$ cat src/rtl/fx_bypass_ctrl.sv
// Engage/bypass sequencer for one effect slot: debounces the footswitch, primes the
// effect's delay buffer at zero wet gain, then crossfades wet/dry so switching never clicks.
module fx_bypass_ctrl #(
    parameter int DEBOUNCE_TICKS = 480,
    parameter int PRIME_TICKS    = 1024,
    parameter int FADE_STEP      = 2
) (
    input  logic       clk_i,
    input  logic       srst_i,
    input  logic       sample_tick_i,
    input  logic       footswitch_i,
    input  logic       force_bypass_i,
    output logic       effect_enable_o,
    output logic [8:0] wet_gain_o,
    output logic [8:0] dry_gain_o,
    output logic       busy_o,
    output logic [2:0] state_o
);

    localparam logic [2:0] BYPASS_S   = 3'd0;
    localparam logic [2:0] PRIME_S    = 3'd1;
    localparam logic [2:0] FADE_IN_S  = 3'd2;
    localparam logic [2:0] ACTIVE_S   = 3'd3;
    localparam logic [2:0] FADE_OUT_S = 3'd4;

    localparam logic [15:0] DEB_LAST   = 16'(DEBOUNCE_TICKS - 1);
    localparam logic [15:0] PRIME_LAST = 16'(PRIME_TICKS - 1);
    localparam logic [9:0]  STEP       = 10'(FADE_STEP);
    localparam logic [9:0]  UNITY      = 10'd256;

    logic        fs_meta, fs_sync, fs_deb, fs_deb_q, toggle;
    logic [15:0] deb_cnt, prime_cnt;
    logic [9:0]  wet_up, wet_dn;
    logic        fb;

    assign fb = force_bypass_i;

    // Raw switch is asynchronous; a level is accepted only after DEBOUNCE_TICKS
    // consecutive disagreeing sample ticks.
    always_ff @(posedge clk_i) begin
        if (srst_i) begin
            fs_meta  <= 1'b0;
            fs_sync  <= 1'b0;
            fs_deb   <= 1'b0;
            fs_deb_q <= 1'b0;
            toggle   <= 1'b0;
            deb_cnt  <= '0;
        end else begin
            fs_meta  <= footswitch_i;
            fs_sync  <= fs_meta;
            fs_deb_q <= fs_deb;
            toggle   <= fs_deb & ~fs_deb_q;
            if (sample_tick_i) begin
                if (fs_sync == fs_deb) begin
                    deb_cnt <= '0;
                end else if (deb_cnt == DEB_LAST) begin
                    fs_deb  <= fs_sync;
                    deb_cnt <= '0;
                end else begin
                    deb_cnt <= deb_cnt + 16'd1;
                end
            end
        end
    end

    // Gain steps in 10 bits so 256 + step and 0 - step clamp cleanly.
    always_comb begin
        wet_up = {1'b0, wet_gain_o} + STEP;
        if (wet_up > UNITY) wet_up = UNITY;
        wet_dn = 10'd0;
        if ({1'b0, wet_gain_o} > STEP) wet_dn = {1'b0, wet_gain_o} - STEP;
    end

    always_ff @(posedge clk_i) begin
        if (srst_i) begin
            state_o         <= BYPASS_S;
            effect_enable_o <= 1'b0;
            wet_gain_o      <= 9'd0;
            prime_cnt       <= '0;
        end else begin
            case (state_o)
                BYPASS_S: begin
                    if (toggle && !fb) begin
                        state_o         <= PRIME_S;
                        effect_enable_o <= 1'b1;
                        prime_cnt       <= '0;
                    end
                end
                PRIME_S: begin
                    if (toggle || fb) begin
                        state_o         <= BYPASS_S;
                        effect_enable_o <= 1'b0;
                    end else if (sample_tick_i) begin
                        if (prime_cnt == PRIME_LAST) state_o <= FADE_IN_S;
                        else prime_cnt <= prime_cnt + 16'd1;
                    end
                end
                FADE_IN_S: begin
                    // A toggle on a tick cycle suppresses that tick's gain step.
                    if (toggle || fb) begin
                        state_o <= FADE_OUT_S;
                    end else if (sample_tick_i) begin
                        wet_gain_o <= wet_up[8:0];
                        if (wet_up == UNITY) state_o <= ACTIVE_S;
                    end
                end
                ACTIVE_S: begin
                    if (toggle || fb) state_o <= FADE_OUT_S;
                end
                FADE_OUT_S: begin
                    if (toggle && !fb) begin
                        state_o <= FADE_IN_S;
                    end else if (sample_tick_i) begin
                        wet_gain_o <= wet_dn[8:0];
                        if (wet_dn == 10'd0) begin
                            state_o         <= BYPASS_S;
                            effect_enable_o <= 1'b0;
                        end
                    end
                end
                default: begin
                    state_o         <= BYPASS_S;
                    effect_enable_o <= 1'b0;
                    wet_gain_o      <= 9'd0;
                end
            endcase
        end
    end

    assign dry_gain_o = 9'd256 - wet_gain_o;
    assign busy_o     = (state_o == PRIME_S) || (state_o == FADE_IN_S) || (state_o == FADE_OUT_S);

endmodule
$ cat config.mk
export PLATFORM = sky130hd
export DESIGN_NAME = fx_bypass_ctrl
export DESIGN_NICKNAME = d
export VERILOG_FILES = /design/src/rtl/fx_bypass_ctrl.sv
export SDC_FILE = /design/constraint.sdc
export NUM_CORES = 1
export LEC_CHECK = 0
export BUFFER_PORTS_ARGS = -buffer_cell sky130_fd_sc_hd__buf_2
export CORE_UTILIZATION = 45
export CTS_CLUSTER_SIZE = 20
export DETAILED_ROUTE_END_ITERATION = 6
export HOLD_SLACK_MARGIN = 0.15
export SLEW_MARGIN = 10
export SYNTH_ARGS = -nofsm -noshare
export SYNTH_HDL_FRONTEND = slang
export SYNTH_SLANG_ARGS = --single-unit
$ cat constraint.sdc
create_clock -name clk_i -period 5.3 [get_ports clk_i]
set_clock_uncertainty 0.05 [all_clocks]
set_input_delay 1.06 -clock clk_i [delete_from_list [all_inputs] [get_ports clk_i]]
set_output_delay 1.06 -clock clk_i [all_outputs]
set_load 0.02 [all_outputs]
After elaboration in Yosys (flattened, before gate mapping)
Index checks and enable logic that the tools add are counted. Widths: inputs -> output; s select.

Output and inout bits: 23. Logic and storage cells: 94. Register bits: 50.

Bitwise logic cells: 5. Add/sub/neg operators: 5. Order comparisons: 2. Muxes and demuxes: 32. Equal/unequal tests: 25. Reduce and logical (&&, ||, !) cells: 15.

Operator list (number): $mux 16 (6); $mux 9 (4); $mux 3 (11); $add 16x1->16 const B (2); $pmux 16 s2 (1); $pmux 9 s3 (1); $ne 2x2->1 const B (11); $mux 10 (2); $ne 3x3->1 const B (6); $eq 16x10->1 const B (1); $eq 16x9->1 const B (1); $pmux 3 s5 (1); $add 9x2->10 const B (1); $eq 10x9->1 const B (1); $gt 10x9->1 const B (1); $logic_not 10->1 (1); $reduce_and 5->1 (2); $sub 9x2->10 const B (1); $gt 9x2->1 const B (1); $sub 9x9->9 const A (1); $reduce_and 8->1 (1); $eq 3x2->1 const B (2); $reduce_and 6->1 (1); $mux 1 (5); other kinds (14) (19).

Logic depth before layout (Yosys ltp)
Word-level depth: 8. Gate-level depth with buffers: 9.

Least setup slack after synthesis
No wires, ideal clock.

Kind: register to output. Start: register wet_gain_o[4]. End: output port dry_gain_o[8]. Data required time: 4190 ps. Slack: 2488 ps. Data arrival time: 1702 ps. Buffers on the path: 1. Cell stages (with the launch flop): 6. Path through: dfxtp_1 -> clkbuf_1 -> nor4_1 -> nor2b_1 -> nand3_1 -> xnor2_1.

Longest elaborated chain between the ends: 1.

RTL lines: from (decl) (RTL line 14) `output logic [8:0] wet_gain_o,`; from (signal assigned) (RTL line 103) `wet_gain_o <= wet_up[8:0];`; from (signal assigned) (RTL line 114) `wet_gain_o <= wet_dn[8:0];`; $sub 9x9->9 (RTL line 130) `assign dry_gain_o = 9'd256 - wet_gain_o;`; to (decl) (RTL line 15) `output logic [8:0] dry_gain_o,`.

Every way passes these cells.

Worst setup path after layout
Ends and elaborated chain as after synthesis.

==> impl_metrics.toml <==
[timing]
min_period_ps = 3448
worstMarginPinSlew_ps = 1046
rsz0062_at_grt = "no"
max_freq_mhz = 290.0
setup_viol = 0
whs_ps = 337.4
fin_setup_tns_ps = 0
postLayoutSetupSlackWorst_ps = 1852
hold_viol_final = 0
maxSlewHeadroom = 0.3002
period_share = 0.6506
slew_violations = 0

[setup_path]
critPathBufInv = 1
cp_data_arrival_time_ps = 2340
critPathLaunchType = "register"
end_kind = "output port"
cp_max_fo = 18
path_delay_family = "simple AND/OR/NAND/NOR gates"
critPathSlowestCell = "nor4_1"
critPathMaxStageDelay_ps = 670
critPathRequiredTime_ps = 4190
path_cells = "nor4_1 > nor2b_1 > nand3_1 > xnor2_1 > buf_2"
path_class = "reg -> out"

[drt]
drt-total-wl_mm = 7.271
vias = 2922
highest_layer = "met4"
ant_nets = 0
wl_met2_mm = 3.112
via_per_inst = 5.988
drtIter0Drc = 229
post-route-drc-count = 1
wl_per_cell_um = 14.90
wl_met3_um = 334
wl_met1_mm = 3.748
drt-pass1-iter-count = 7

[pwr]
power_density_nw_per_um2 = 193.9
p_leak_nw = 1.252
p_total_mw = 0.6411
ir_drop_v = 0.0001158

[die]
fp.dieH_um = 84.84
core_um2 = 6495
rows = 29
dieArea_um2 = 7198
start_util = 0.4754
die_x_um = 84.84
ios = 28

[finish]
drive_gt1_frac = 0.1022
num_antenna_cells = 0
synthToLayoutAreaGrowth_pct = 7.091
nets = 423

[clocking]
cts-root-buf = "clkbuf_8"
cts_setup_buffers = 0
cts_tree = "done"
cts_sinks = 50
clock_path_buffers = 2
clk_pin_slew_ps = 100
h-tree-depth = 2
cts_buffers = 5
clk_latency_ps = 310
ctsHoldBuffers = 0
post_cts_resized = 0

[yosys]
synth_flop_cell = "dfxtp_1"
synth.area.top_cells = "dfxtp_1 32%, nor2_1 5.2%, nand2_1 5.1%, xor2_1 4.8%, nand3_1 3.6%"
yosysMostFrequentCell = "dfxtp_1"
synth_top_area_cell = "dfxtp_1"
ys_ff_latch = 50
synth_top_area_frac = 0.3241
synth_edf_count = 0
syn_area_um2 = 3088
ys_seq_area_frac = 0.3241
ys_warn_count = 0
synth_cell_types = 56
avgSynthCellArea_um2 = 7.643
syn_nets = 417
syn-instance-count = 404
synth-async-reset-ratio = 0
yosys-top-cells-count = "50 x dfxtp_1, 43 x nor2_1, 42 x nand2_1"

[global_route]
grt_pass1_wl_mm = 12.15
grtUsageTotal = 0.2062
grt_overflow = 0
antenna_found_initial = 0
grt_start_max_net_pins = 36
first_global_vias = 2621

[min_path]
hp-class = "reg -> reg"

[flow_run]
cap_violations = 0

[run_status]
status = "finished, violations left"
violations = "DRC"

[placed_design]
io_buffer_count = 27
gp_congestion = 0.8868
dp_hpwl_mm = 4.994
place_ws_ps = 2174
==> worst register-to-register path: cells and delay by family, from the launching register on <==
kind	cells	cell delay, ps
AO/OA/AOI/OAI	4	1140
adder cells (fa/ha/maj)	1	360
flip-flops	1	610
AND/OR/NAND/NOR	3	730
==> layout make-up <==
class | instances | area (um^2)
Inverter | 12 | 45.04
Timing Repair Buffer | 27 | 135.1
Fill cell | 660 | 3188
Multi-Input combinational cell | 314 | 1931
Clock buffer | 6 | 82.58
Clock inverter | 2 | 16.27
Tap cell | 77 | 96.34
Sequential cell | 50 | 1001
==> power by group <==
part / switching [mW] / leakage (nW) / internal (mW) / total (mW)
logic: 0.0143 / 0.801 / 0.00482 / 0.0191
registers: 0.000524 / 0.403 / 0.376 / 0.377
clock network: 0.137 / 0.0478 / 0.108 / 0.245
total: 0.152 / 1.25 / 0.489 / 0.641
==> cell usage in the layout, fill, tap and decap left out, drive strengths merged, types with 11 or more instances in the layout <==
cell type / count
inv: 13
nand3: 22
nand2: 42
xnor2: 11
nor2: 44
buf: 27
dfxtp: 50
a21oi: 21
nor3: 14
xor2: 17
o21ai: 21
==> cells by family (layout without fill, tap and decap cells) <==
group | count (synthesis) | count (layout) | synth area share
compound gates | 91 | 91 | 0.1998
buf+inv | 40 | 47 | 0.05065
simple gates | 180 | 180 | 0.2897
flops | 50 | 50 | 0.3241
mux | 7 | 7 | 0.02391
xor+xnor | 28 | 28 | 0.07941
fa+ha+maj | 8 | 8 | 0.03242
==> per-stage QoR <==
step | area [um^2] | std cells | utilization
2_1_floorplan | 3088 | 404 | -
3_3_place_gp | 3208 | 480 | 0.4939
3_5_place_dp | 3208 | 480 | 0.4939
4_1_cts | 3307 | 488 | 0.5092
5_1_grt | 3307 | 488 | 0.5092
6_report | 3307 | 488 | 0.5092
==> layer usage <==
metal  vias to the layer above  global-route usage
li1                       1463                   -
met1                      1368              0.2970
met2                        83              0.3126
met3                         8             0.03113
met4                         0             0.07550
met5                         -                   0
==> registers in the layout, summed over array words and instances (netlist names) <==
register	flops
fs_deb_q	1
effect_enable_o	1
fs_meta	1
fs_deb	1
prime_cnt	16
deb_cnt	16
wet_gain_o	9
toggle	1
state_o	3
fs_sync	1
==> final timing paths <==
kind / startpoint / to / slack, ps / depth (start not counted)
setup / recovery: wet_gain_o[4]$_SDFFE_PP0P_ / dry_gain_o[8] / 1850 / 5
hold reg to reg: fs_deb_q$_SDFF_PP0_ / toggle$_SDFF_PP0_ / 340 / 1
hold / removal: fs_deb_q$_SDFF_PP0_ / toggle$_SDFF_PP0_ / 340 / 1
setup reg to reg: wet_gain_o[1]$_SDFFE_PP0P_ / wet_gain_o[6]$_SDFFE_PP0P_ / 2330 / 8
Power figures use the tool's default switching activity.
